<file path="config.mk">
export PLATFORM = sky130hd
export DESIGN_NAME = pmp_scan_ctrl
export DESIGN_NICKNAME = d
export VERILOG_FILES = /design/src/rtl/pmp_pkg.sv /design/src/rtl/pmp_entry_match.sv /design/src/rtl/pmp_scan_ctrl.sv
export SDC_FILE = /design/constraint.sdc
export NUM_CORES = 1
export LEC_CHECK = 0
export ABC_AREA = 0
export BUFFER_PORTS_ARGS = -buffer_cell sky130_fd_sc_hd__clkbuf_2
export CAP_MARGIN = 25
export CORE_AREA = 2 2 265 267
export DETAILED_ROUTE_END_ITERATION = 16
export DIE_AREA = 0 0 267 269
export PLACE_DENSITY = 0.52
export SETUP_SLACK_MARGIN = 0.4
export SYNTH_ARGS = -nofsm -noshare
export SYNTH_HDL_FRONTEND = slang
export SYNTH_SLANG_ARGS = --single-unit
export TNS_END_PERCENT = 5
</file>
<file path="constraint.sdc">
create_clock -name clk -period 6.45 [get_ports clk]
set_clock_uncertainty 0.05 [all_clocks]
set_input_delay 0.9675 -clock clk [delete_from_list [all_inputs] [get_ports clk]]
set_output_delay 0.9675 -clock clk [all_outputs]
set_load 0.05 [all_outputs]
</file>
<file path="src/rtl/pmp_pkg.sv">
// Shared types for the sequential PMP checker: cfg byte layout, address-match modes,
// access kinds, FSM states and the NAPOT containment helper.
package pmp_pkg;

    typedef enum logic [1:0] {
        A_OFF   = 2'b00,
        A_TOR   = 2'b01,
        A_NA4   = 2'b10,
        A_NAPOT = 2'b11
    } a_mode_t;

    typedef enum logic [1:0] {
        ACC_READ  = 2'b00,
        ACC_WRITE = 2'b01,
        ACC_EXEC  = 2'b10,
        ACC_ILL   = 2'b11
    } access_t;

    typedef enum logic [1:0] {
        ST_IDLE = 2'b00,
        ST_SCAN = 2'b01,
        ST_RESP = 2'b10
    } scan_state_t;

    typedef struct packed {
        logic       l;
        logic [1:0] rsvd;
        a_mode_t    a;
        logic       x;
        logic       w;
        logic       r;
    } pmp_cfg_t;

    // Trailing ones of pmpaddr plus the next zero form the in-region offset mask;
    // both first and last byte must land in the region for full containment.
    function automatic logic napot_match(input logic [31:0] addr,
                                         input logic [31:0] last,
                                         input logic [29:0] pa);
        logic [29:0] m;
        m = pa ^ (pa + 30'd1);
        return ((addr[31:2] & ~m) == (pa & ~m)) && ((last[31:2] & ~m) == (pa & ~m));
    endfunction

endpackage

</file>
<file path="src/rtl/pmp_entry_match.sv">
// Single shared PMP entry matcher: decodes the A field and applies TOR / NA4 / NAPOT
// full-containment checks on the byte range [addr, last].
module pmp_entry_match
    import pmp_pkg::*;
(
    input  logic [31:0] addr,
    input  logic [31:0] last,
    input  logic [1:0]  size,
    input  pmp_cfg_t    cfg,
    input  logic [31:0] addr_i,
    input  logic [31:0] addr_prev,
    output logic        match
);

    logic [31:0] w_lo;
    logic [31:0] w_hi;
    logic        w_tor;
    logic        w_na4;
    logic        w_napot;
    logic        w_unused_ok;

    // Caller zeroes addr_prev for entry 0, giving TOR a lower bound of 0.
    assign w_lo    = {addr_prev[29:0], 2'b00};
    assign w_hi    = {addr_i[29:0], 2'b00};
    assign w_tor   = (w_hi > w_lo) && (addr >= w_lo) && (last < w_hi);
    assign w_na4   = (addr[31:2] == addr_i[29:0]) && (last[31:2] == addr[31:2]);
    assign w_napot = napot_match(addr, last, addr_i[29:0]);

    // Access size is already folded into last; permission bits are resolved by the caller.
    assign w_unused_ok = ^{size, cfg.l, cfg.rsvd, cfg.x, cfg.w, cfg.r,
                           addr_i[31:30], addr_prev[31:30]};

    always_comb begin
        match = 1'b0;
        unique case (cfg.a)
            A_TOR:   match = w_tor;
            A_NA4:   match = w_na4;
            A_NAPOT: match = w_napot;
            default: match = 1'b0;
        endcase
    end

endmodule

</file>
<file path="src/rtl/pmp_scan_ctrl.sv">
// Sequential PMP checker: accepts one request, walks entries one per clock through a
// single matcher, stops at the lowest-numbered match and reports allow/deny.
module pmp_scan_ctrl
    import pmp_pkg::*;
#(
    parameter int NUM_ENTRIES = 16,
    parameter int IDX_W       = 4
) (
    input  logic                     clk,
    input  logic                     rst,
    input  logic                     req_valid,
    output logic                     req_ready,
    input  logic [31:0]              req_addr,
    input  logic [1:0]               req_size,
    input  logic [1:0]               req_type,
    input  logic                     req_priv_m,
    input  logic [8*NUM_ENTRIES-1:0] pmp_cfg,
    input  logic [32*NUM_ENTRIES-1:0] pmp_addr,
    output logic                     resp_valid,
    input  logic                     resp_ready,
    output logic                     resp_allow,
    output logic                     resp_hit,
    output logic [IDX_W-1:0]         resp_idx,
    output logic                     busy
);

    localparam logic [IDX_W-1:0] IDX_LAST = IDX_W'(NUM_ENTRIES - 1);
    localparam logic [IDX_W-1:0] IDX_ONE  = IDX_W'(1);

    scan_state_t      r_state;
    logic [IDX_W-1:0] r_idx;
    logic [31:0]      r_addr;
    logic [31:0]      r_last;
    logic [1:0]       r_size;
    access_t          r_type;
    logic             r_priv_m;
    logic             r_bad;
    logic             r_allow;
    logic             r_hit;
    logic [IDX_W-1:0] r_resp_idx;

    pmp_cfg_t         w_cfg_arr  [NUM_ENTRIES];
    logic [31:0]      w_addr_arr [NUM_ENTRIES];
    pmp_cfg_t         w_cfg;
    logic [31:0]      w_addr_i;
    logic [31:0]      w_addr_prev;
    logic [IDX_W-1:0] w_prev_idx;
    logic [32:0]      w_last33;
    logic             w_bad;
    logic             w_match;
    logic             w_perm;
    logic             w_allow;

    for (genvar g = 0; g < NUM_ENTRIES; g++) begin : g_unpack
        assign w_cfg_arr[g]  = pmp_cfg_t'(pmp_cfg[8*g +: 8]);
        assign w_addr_arr[g] = pmp_addr[32*g +: 32];
    end

    assign w_prev_idx  = r_idx - IDX_ONE;
    assign w_cfg       = w_cfg_arr[r_idx];
    assign w_addr_i    = w_addr_arr[r_idx];
    assign w_addr_prev = (r_idx == '0) ? 32'd0 : w_addr_arr[w_prev_idx];

    // 33-bit last-byte address; a carry out means the access wraps past 4 GiB.
    assign w_last33 = {1'b0, req_addr} + (33'd1 << req_size) - 33'd1;
    assign w_bad    = (req_size == 2'b11) || (req_type == 2'b11) || w_last33[32];

    pmp_entry_match u_match (
        .addr      (r_addr),
        .last      (r_last),
        .size      (r_size),
        .cfg       (w_cfg),
        .addr_i    (w_addr_i),
        .addr_prev (w_addr_prev),
        .match     (w_match)
    );

    always_comb begin
        w_perm = 1'b0;
        unique case (r_type)
            ACC_READ:  w_perm = w_cfg.r;
            ACC_WRITE: w_perm = w_cfg.w;
            ACC_EXEC:  w_perm = w_cfg.x;
            default:   w_perm = 1'b0;
        endcase
    end

    // M-mode bypasses unlocked entries; locked entries bind M-mode too.
    assign w_allow = (r_priv_m && !w_cfg.l) ? 1'b1 : w_perm;

    // Request capture: data only, no reset needed
    always_ff @(posedge clk) begin
        if (r_state == ST_IDLE && req_valid) begin
            r_addr   <= req_addr;
            r_last   <= w_last33[31:0];
            r_size   <= req_size;
            r_type   <= access_t'(req_type);
            r_priv_m <= req_priv_m;
            r_bad    <= w_bad;
        end
    end

    // Scan FSM and response registers
    always_ff @(posedge clk) begin
        if (rst) begin
            r_state    <= ST_IDLE;
            r_idx      <= '0;
            r_allow    <= 1'b0;
            r_hit      <= 1'b0;
            r_resp_idx <= '0;
        end else begin
            unique case (r_state)
                ST_IDLE: begin
                    if (req_valid) begin
                        r_idx   <= '0;
                        r_state <= ST_SCAN;
                    end
                end
                ST_SCAN: begin
                    if (r_bad) begin
                        r_allow    <= 1'b0;
                        r_hit      <= 1'b0;
                        r_resp_idx <= '0;
                        r_state    <= ST_RESP;
                    end else if (w_match) begin
                        r_allow    <= w_allow;
                        r_hit      <= 1'b1;
                        r_resp_idx <= r_idx;
                        r_state    <= ST_RESP;
                    end else if (r_idx == IDX_LAST) begin
                        r_allow    <= r_priv_m;
                        r_hit      <= 1'b0;
                        r_resp_idx <= '0;
                        r_state    <= ST_RESP;
                    end else begin
                        r_idx <= r_idx + IDX_ONE;
                    end
                end
                ST_RESP: begin
                    if (resp_ready) begin
                        r_state <= ST_IDLE;
                    end
                end
                default: r_state <= ST_IDLE;
            endcase
        end
    end

    assign req_ready  = (r_state == ST_IDLE);
    assign resp_valid = (r_state == ST_RESP);
    assign busy       = (r_state != ST_IDLE);
    assign resp_allow = r_allow;
    assign resp_hit   = r_hit;
    assign resp_idx   = r_resp_idx;

endmodule

</file>
# Yosys cells after proc, flatten, opt, wreduce, memory -nomap -nowiden

Index checks and enable logic that the tools add are counted.

Output and inout bits: 9
Input port bits: 681
Logic and storage cells: 99
Flip-flop bits (word level): 80

Bitwise operators: 7
Equality and inequality tests: 20
Order comparisons: 5
Shift operators: 1
Reductions and logical operators: 18
Muxes and demuxes: 33
Add/subtract/negate cells: 5

Operator list:

| operator                                                 | number |
|---|---|
| binary-select mux 32 bit (select 4 bit)                  | 2 |
| two-way mux 30 bit                                       | 5 |
| == test 30 bit                                           | 4 |
| bitwise AND 30 bit                                       | 3 |
| adder 32 x 33 -> 33 bit                                  | 1 |
| << shifter 1 x 2 -> 33 bit, first input constant         | 1 |
| subtractor 33 x 1 -> 33 bit, second input constant       | 1 |
| binary-select mux 8 bit (select 4 bit)                   | 1 |
| greater-or-equal comparator 32 bit                       | 1 |
| > comparator 32 bit                                      | 1 |
| less-than comparator 32 bit                              | 1 |
| adder 30 x 1 -> 30 bit, second input constant            | 1 |
| NOT 30 bit                                               | 1 |
| XOR 30 bit                                               | 1 |
| two-way mux 4 bit                                        | 7 |
| two-way mux 8 bit                                        | 2 |
| == test 2 bit, second input constant                     | 6 |
| greater-or-equal comparator 5 bit, second input constant | 2 |
| two-way mux 2 bit                                        | 5 |
| NOT 4 -> 5 bit                                           | 2 |
| != test 2 bit, second input constant                     | 4 |
| case mux 4 bit (2 select lines)                          | 1 |
| two-way mux 1 bit                                        | 7 |
| == test 2 x 1 -> 1 bit, second input constant            | 3 |
| 17 further kinds                                         | 26 |

# Longest topological paths before layout

Depth after elaboration: 14
Depth in mapped cells: 28
Mapped depth without buffers: 22

# By module

Synthesis repeated with hierarchy kept, for this count alone.

Cells, all modules: 1616
Area total of the unflattened synthesis: 18251.3 um^2

By module, submodules not included:

| module          | cells each | times used | area an instance (um^2) | sequential area each (um^2) |
|---|---|---|---|---|
| pmp_scan_ctrl   | 1014       | 1          | 13985.9                 | 2342.2 |
| pmp_entry_match | 602        | 1          | 4265.3                  | 0.0 |

# Worst setup path after synthesis

OpenSTA, ideal clock, no wires.

Path kind: flip-flop to flip-flop
Start: reg r_idx[0]
End: reg r_allow, in the netlist resp_allow
Path slack: 0.733 ns
Path buffers: 7
Setup time: 0.129 ns
Period minus slack after synthesis: 5.717 ns
Data required time: 6.271 ns
Arrival: 5.537 ns
Cell stages (with the launch flop): 22
Cell sequence: dfxtp_1 > buf_4 > buf_6 > buf_4 > buf_2 > buf_2 > clkbuf_1 > buf_1 > mux4_2 > mux2_2 > o211ai_1 > ha_1 > and4_1 > nand4_1 > nor4_1 > a2111oi_0 > o211a_1 > o31ai_1 > or3_2 > o22a_1 > a32oi_1 > o32ai_1

Cells in the longest elaborated chain, start to end: 13
Elaborated cells on any way between the ends: 43
Those cells by class: add/sub: 2; order compare: 3; eq/ne: 7; mux: 15; bitwise: 7; reduce/logical: 9

Ends and longest elaborated chain:

| what                                                                      | line                                     | text |
|---|---|---|
| start: declaration                                                        | pmp_scan_ctrl.sv:31                      | `logic [IDX_W-1:0] r_idx;` |
| start signal: assignment                                                  | pmp_scan_ctrl.sv:136                     | `r_idx <= r_idx + IDX_ONE;` |
| NOT 4 -> 5 bit (implied by the code)                                      | pmp_scan_ctrl.sv:60, pmp_scan_ctrl.sv:61 |  |
| binary-select mux 32 bit (select 4 bit)                                   | pmp_scan_ctrl.sv:61                      | `assign w_addr_i = w_addr_arr[r_idx];` |
| two-way mux 30 bit (implied by the code) (2 in series)                    | pmp_scan_ctrl.sv:61                      |  |
| adder 30 x 1 -> 30 bit                                                    | pmp_pkg.sv:40                            | `m = pa ^ (pa + 30'd1);` |
| XOR 30 bit                                                                | pmp_pkg.sv:40                            |  |
| NOT 30 bit                                                                | pmp_pkg.sv:41                            | `return ((addr[31:2] & ~m) == (pa & ~m)) && ((last[31:2] & ~m) == (pa & ~m));` |
| bitwise AND 30 bit                                                        | pmp_pkg.sv:41                            |  |
| == test 30 bit                                                            | pmp_pkg.sv:41                            |  |
| logical AND 1 bit                                                         | pmp_pkg.sv:41                            |  |
| case mux 1 bit (3 select lines)                                           | pmp_entry_match.sv:35                    | `unique case (cfg.a)` |
| nonzero test 3 bit (no source line) or two-way mux 1 bit (tied branches)  | n/a                                      |  |
| AND reduction 2 bit (no source line) or two-way mux 1 bit (tied branches) | n/a                                      |  |
| end signal: assignment                                                    | pmp_scan_ctrl.sv:126                     | `r_allow <= w_allow;` |
| end signal: assignment                                                    | pmp_scan_ctrl.sv:131                     | `r_allow <= r_priv_m;` |
| end: declaration                                                          | pmp_scan_ctrl.sv:38                      | `logic r_allow;` |

Several ways; a longest one is shown, not always the timed one. The select of a mux whose other input is x is not followed.
A chain may end at the register's enable or synchronous reset.

# Final worst setup path

Start: reg r_idx[1]
End: reg r_resp_idx[0], in the netlist resp_idx[0]

Cells in the longest elaborated chain, start to end: 13
Elaborated cells on any way between the ends: 39
Those cells by class: add/sub: 2; order compare: 3; eq/ne: 7; mux: 13; bitwise: 7; reduce/logical: 7

Ends and longest elaborated chain:

| what                                                                      | line                                     | text |
|---|---|---|
| NOT 4 -> 5 bit (implied by the code)                                      | pmp_scan_ctrl.sv:60, pmp_scan_ctrl.sv:61 |  |
| binary-select mux 32 bit (select 4 bit)                                   | pmp_scan_ctrl.sv:61                      |  |
| two-way mux 30 bit (implied by the code) (2 in series)                    | pmp_scan_ctrl.sv:61                      |  |
| adder 30 x 1 -> 30 bit                                                    | pmp_pkg.sv:40                            |  |
| XOR 30 bit                                                                | pmp_pkg.sv:40                            |  |
| NOT 30 bit                                                                | pmp_pkg.sv:41                            |  |
| bitwise AND 30 bit                                                        | pmp_pkg.sv:41                            |  |
| == test 30 bit                                                            | pmp_pkg.sv:41                            |  |
| logical AND 1 bit                                                         | pmp_pkg.sv:41                            |  |
| case mux 1 bit (3 select lines)                                           | pmp_entry_match.sv:35                    |  |
| nonzero test 3 bit (no source line) or two-way mux 4 bit (tied branches)  | n/a                                      |  |
| AND reduction 2 bit (no source line) or two-way mux 4 bit (tied branches) | n/a                                      |  |
| end signal: assignment                                                    | pmp_scan_ctrl.sv:128                     | `r_resp_idx <= r_idx;` |
| end: declaration                                                          | pmp_scan_ctrl.sv:40                      | `logic [IDX_W-1:0] r_resp_idx;` |

Several ways; a longest one is shown, not always the timed one. The select of a mux whose other input is x is not followed.

==> flow_metrics.env <==
export IMPL_core_area_mm2=0.0693
export IMPL_crit_type="flip-flop to flip-flop"
export IMPL_clk_latency_ns=0.34
export IMPL_slew_violations=0
export IMPL_synth_distinct_cells=100
export IMPL_p_leak_nw=10.4
export IMPL_syn_area_mm2=0.0190
export IMPL_slowest_delay_ns=0.47
export IMPL_port_buffers=625
export IMPL_ys_async_sr_fraction_pct=0
export IMPL_drt_vias_per_instance=5.81
export IMPL_root_buffer="clkbuf_16"
export IMPL_pre_cts_ws_ns=-0.0695
export IMPL_maxSlewHeadroom_pct=43.3
export IMPL_cts_buffers=9
export IMPL_setup_ws_ns=0.516
export IMPL_syn_area_per_cell_um2=9.98
export IMPL_min_period_over_period_pct=92.0
export IMPL_slowest_stage="dfxtp_4"
export IMPL_min_path_type="flip-flop to flip-flop"
export IMPL_path_clk_slew_ns=0.06
export IMPL_cts_tree="done"
export IMPL_clockBufferDepth=2
export IMPL_cellPowerDensity_mw_per_mm2=113
export IMPL_overflow=0
export IMPL_rows=97
export IMPL_wire_per_inst_um=28.5
export IMPL_drtAntennaViolNets=0
export IMPL_dp_hpwl_mm=87.1
export IMPL_syn_num_nets=2737
export IMPL_fmax_mhz=169
export IMPL_p_total_mw=2.84
export IMPL_post_route_drc_count=0
export IMPL_grt_pass1_vias=20600
export IMPL_synth_edf_count=66
export IMPL_worst_slew_pin_transition_ns=0.839
export IMPL_yosys_area_share_simple_pct=13.9
export IMPL_cp_common_cell="buf_4"
export IMPL_die_w_um=267
export IMPL_syn_inst=1901
export IMPL_drtIter0Drc=1880
export IMPL_htree_levels=3
export IMPL_finalWirelength_mm=102
export IMPL_finalSetupViolations=0
export IMPL_synth_compound_area_share_pct=15.3
export IMPL_status="completed"
export IMPL_ys_seq_area_share_pct=11.7
export IMPL_crit_arrival_ns=6.14
export IMPL_hold_viol=0
export IMPL_start_kind="flip-flop"
export IMPL_gp_congestion=1.00
export IMPL_antenna_found_initial=24
export IMPL_synthMuxAreaShare_pct=37.0
export IMPL_finish_utilization_pct=36.3
export IMPL_synth_top_family_by_area="multiplexers"
export IMPL_die_area_mm2=0.0718
export IMPL_grt_pass1_wl_mm=141
export IMPL_ios=690
export IMPL_start_util_pct=27.4
export IMPL_fp_dieH_um=269
export IMPL_firstDrtPassIters=5
export IMPL_holdWs_ns=0.424
export IMPL_areaGrowthSynthToFinish_pct=32.8
export IMPL_tns_ns=0
export IMPL_timing_final_crit_period_ns=5.93
export IMPL_cp_end_kind="flip-flop"
export IMPL_rsz0062_at_grt="yes"
export IMPL_finalNetCount=3459
export IMPL_hold_buffers=0
export IMPL_vias=20800
export IMPL_synthAdderAreaFrac_pct=10.3
export IMPL_numClockSinks=78
export IMPL_ys_ff_latch=78
export IMPL_ys_warn_count=0
export IMPL_worst_ep_required_time_ns=6.66
export IMPL_max_cap_viol_count=0
export IMPL_synth_ff_type="edfxtp_1"
export IMPL_path_max_fanout=20
export IMPL_drive_above_1_share_pct=47.4
export IMPL_grt_usage_pct=26.9
export IMPL_peakVddDrop_mv=0.131
export IMPL_grt_max_degree=70
export IMPL_synth_xor_area_share_pct=5.63
-- Yosys cell counts, types with 35 or more instances --
cell	instances	area share [%]
edfxtp_1	66	10
nand4_1	35	1.2
xnor2_1	68	3.1
mux4_2	205	24
o211ai_1	35	1.4
nand3_1	50	1.3
nor3_1	44	1.2
mux2i_1	155	8.2
nand2_1	128	2.5
clkbuf_1	47	0.93
inv_1	102	2.0
nor2_1	69	1.4
xor2_1	54	2.5
ha_1	154	10
a22oi_1	35	1.4
a21oi_1	66	1.7
o21ai_0	45	1.2
a21o_1	42	1.7
mux2_2	63	3.7
-- routing by layer --
layer	up-vias	part of all wire [%]	GRT usage, %
met2	1139	47	44.8
met3	173	7.6	3.78
met5	-	0.045	0
met4	8	4.4	11.3
li1	9079	-	-
met1	10400	41	34.9
-- path summary, 6_finish.rpt --
kind              slack, ns                       end             startpoint  cells past startpoint
hold / removal         0.42     resp_hit$_SDFFE_PP0P_  resp_hit$_SDFFE_PP0P_                      2
setup / recovery       0.52  resp_idx[0]$_SDFFE_PP0P_  r_idx[1]$_SDFFE_PP0P_                     27
setup reg to reg       0.52  resp_idx[0]$_SDFFE_PP0P_  r_idx[1]$_SDFFE_PP0P_                     27
hold reg to reg        0.42     resp_hit$_SDFFE_PP0P_  resp_hit$_SDFFE_PP0P_                      2
-- sequential cells by signal, summed over array words and instances, names as in the netlist --
name / count
r_idx: 4
resp_idx: 4
r_type: 2
r_bad: 1
r_last: 30
r_priv_m: 1
r_state: 2
r_addr: 32
resp_allow: 1
resp_hit: 1
-- report_power, final --
group | internal (mW) | switching (mW)
Clock | 0.295 | 0.187
Combinational | 0.783 | 0.864
Sequential | 0.614 | 0.0976
-- timing repair --
action	in CTS	in global routing
gates cloned	0	2
resized for setup	19	80
pin swaps	3	32
endpoints found under the setup margin	12	12
buffers inserted	9	23
-- logic make-up after synthesis --
group           after synthesis
mux                         431
buf+inv                     225
flops                        78
xor+xnor                    122
fa+ha+maj                   155
simple gates                494
compound gates              396
-- per-stage QoR --
stage	std cells	cell area (um^2)
after CTS	3543	24500
after detailed placement	3518	24000
after floorplan	1901	19000
after global placement	3518	24000
final	3586	25200
after global routing	3584	25200
-- layout by cell type (no fill, tap or decap), types with 54 or more instances in the layout --
cell type,Yosys,final
a21oi_1,66,62
nor2_1,69,63
buf_4,6,174
nand2_1,128,124
xnor2_1,68,65
clkbuf_2,0,625
edfxtp_1,66,66
ha_1,154,149
mux2i_1,155,152
mux2_2,63,62
xor2_1,54,54
mux4_2,205,205
inv_1,102,96
-- area by class of cell --
class | count | area [um^2]
clock inverter | 4 | 27.5
tap | 940 | 1180
timing repair buffer | 833 | 5040
multi-input combinational | 1598 | 16000
clock buffer | 12 | 268
antenna | 18 | 45.0
fill | 7119 | 44100
sequential | 78 | 2240
inverter | 103 | 394
-- critical path: cells and delay by family (launching register included) --
family	cells	cell delay [ns]
muxes	3	0.50
adders and majority gates	1	0.40
buffers and inverters	7	1.22
AOI/OAI and AO/OA	5	1.24
and+or+nand+nor	11	1.92
DFF	1	0.47
No activity file was read; power rests on OpenSTA's default activity.
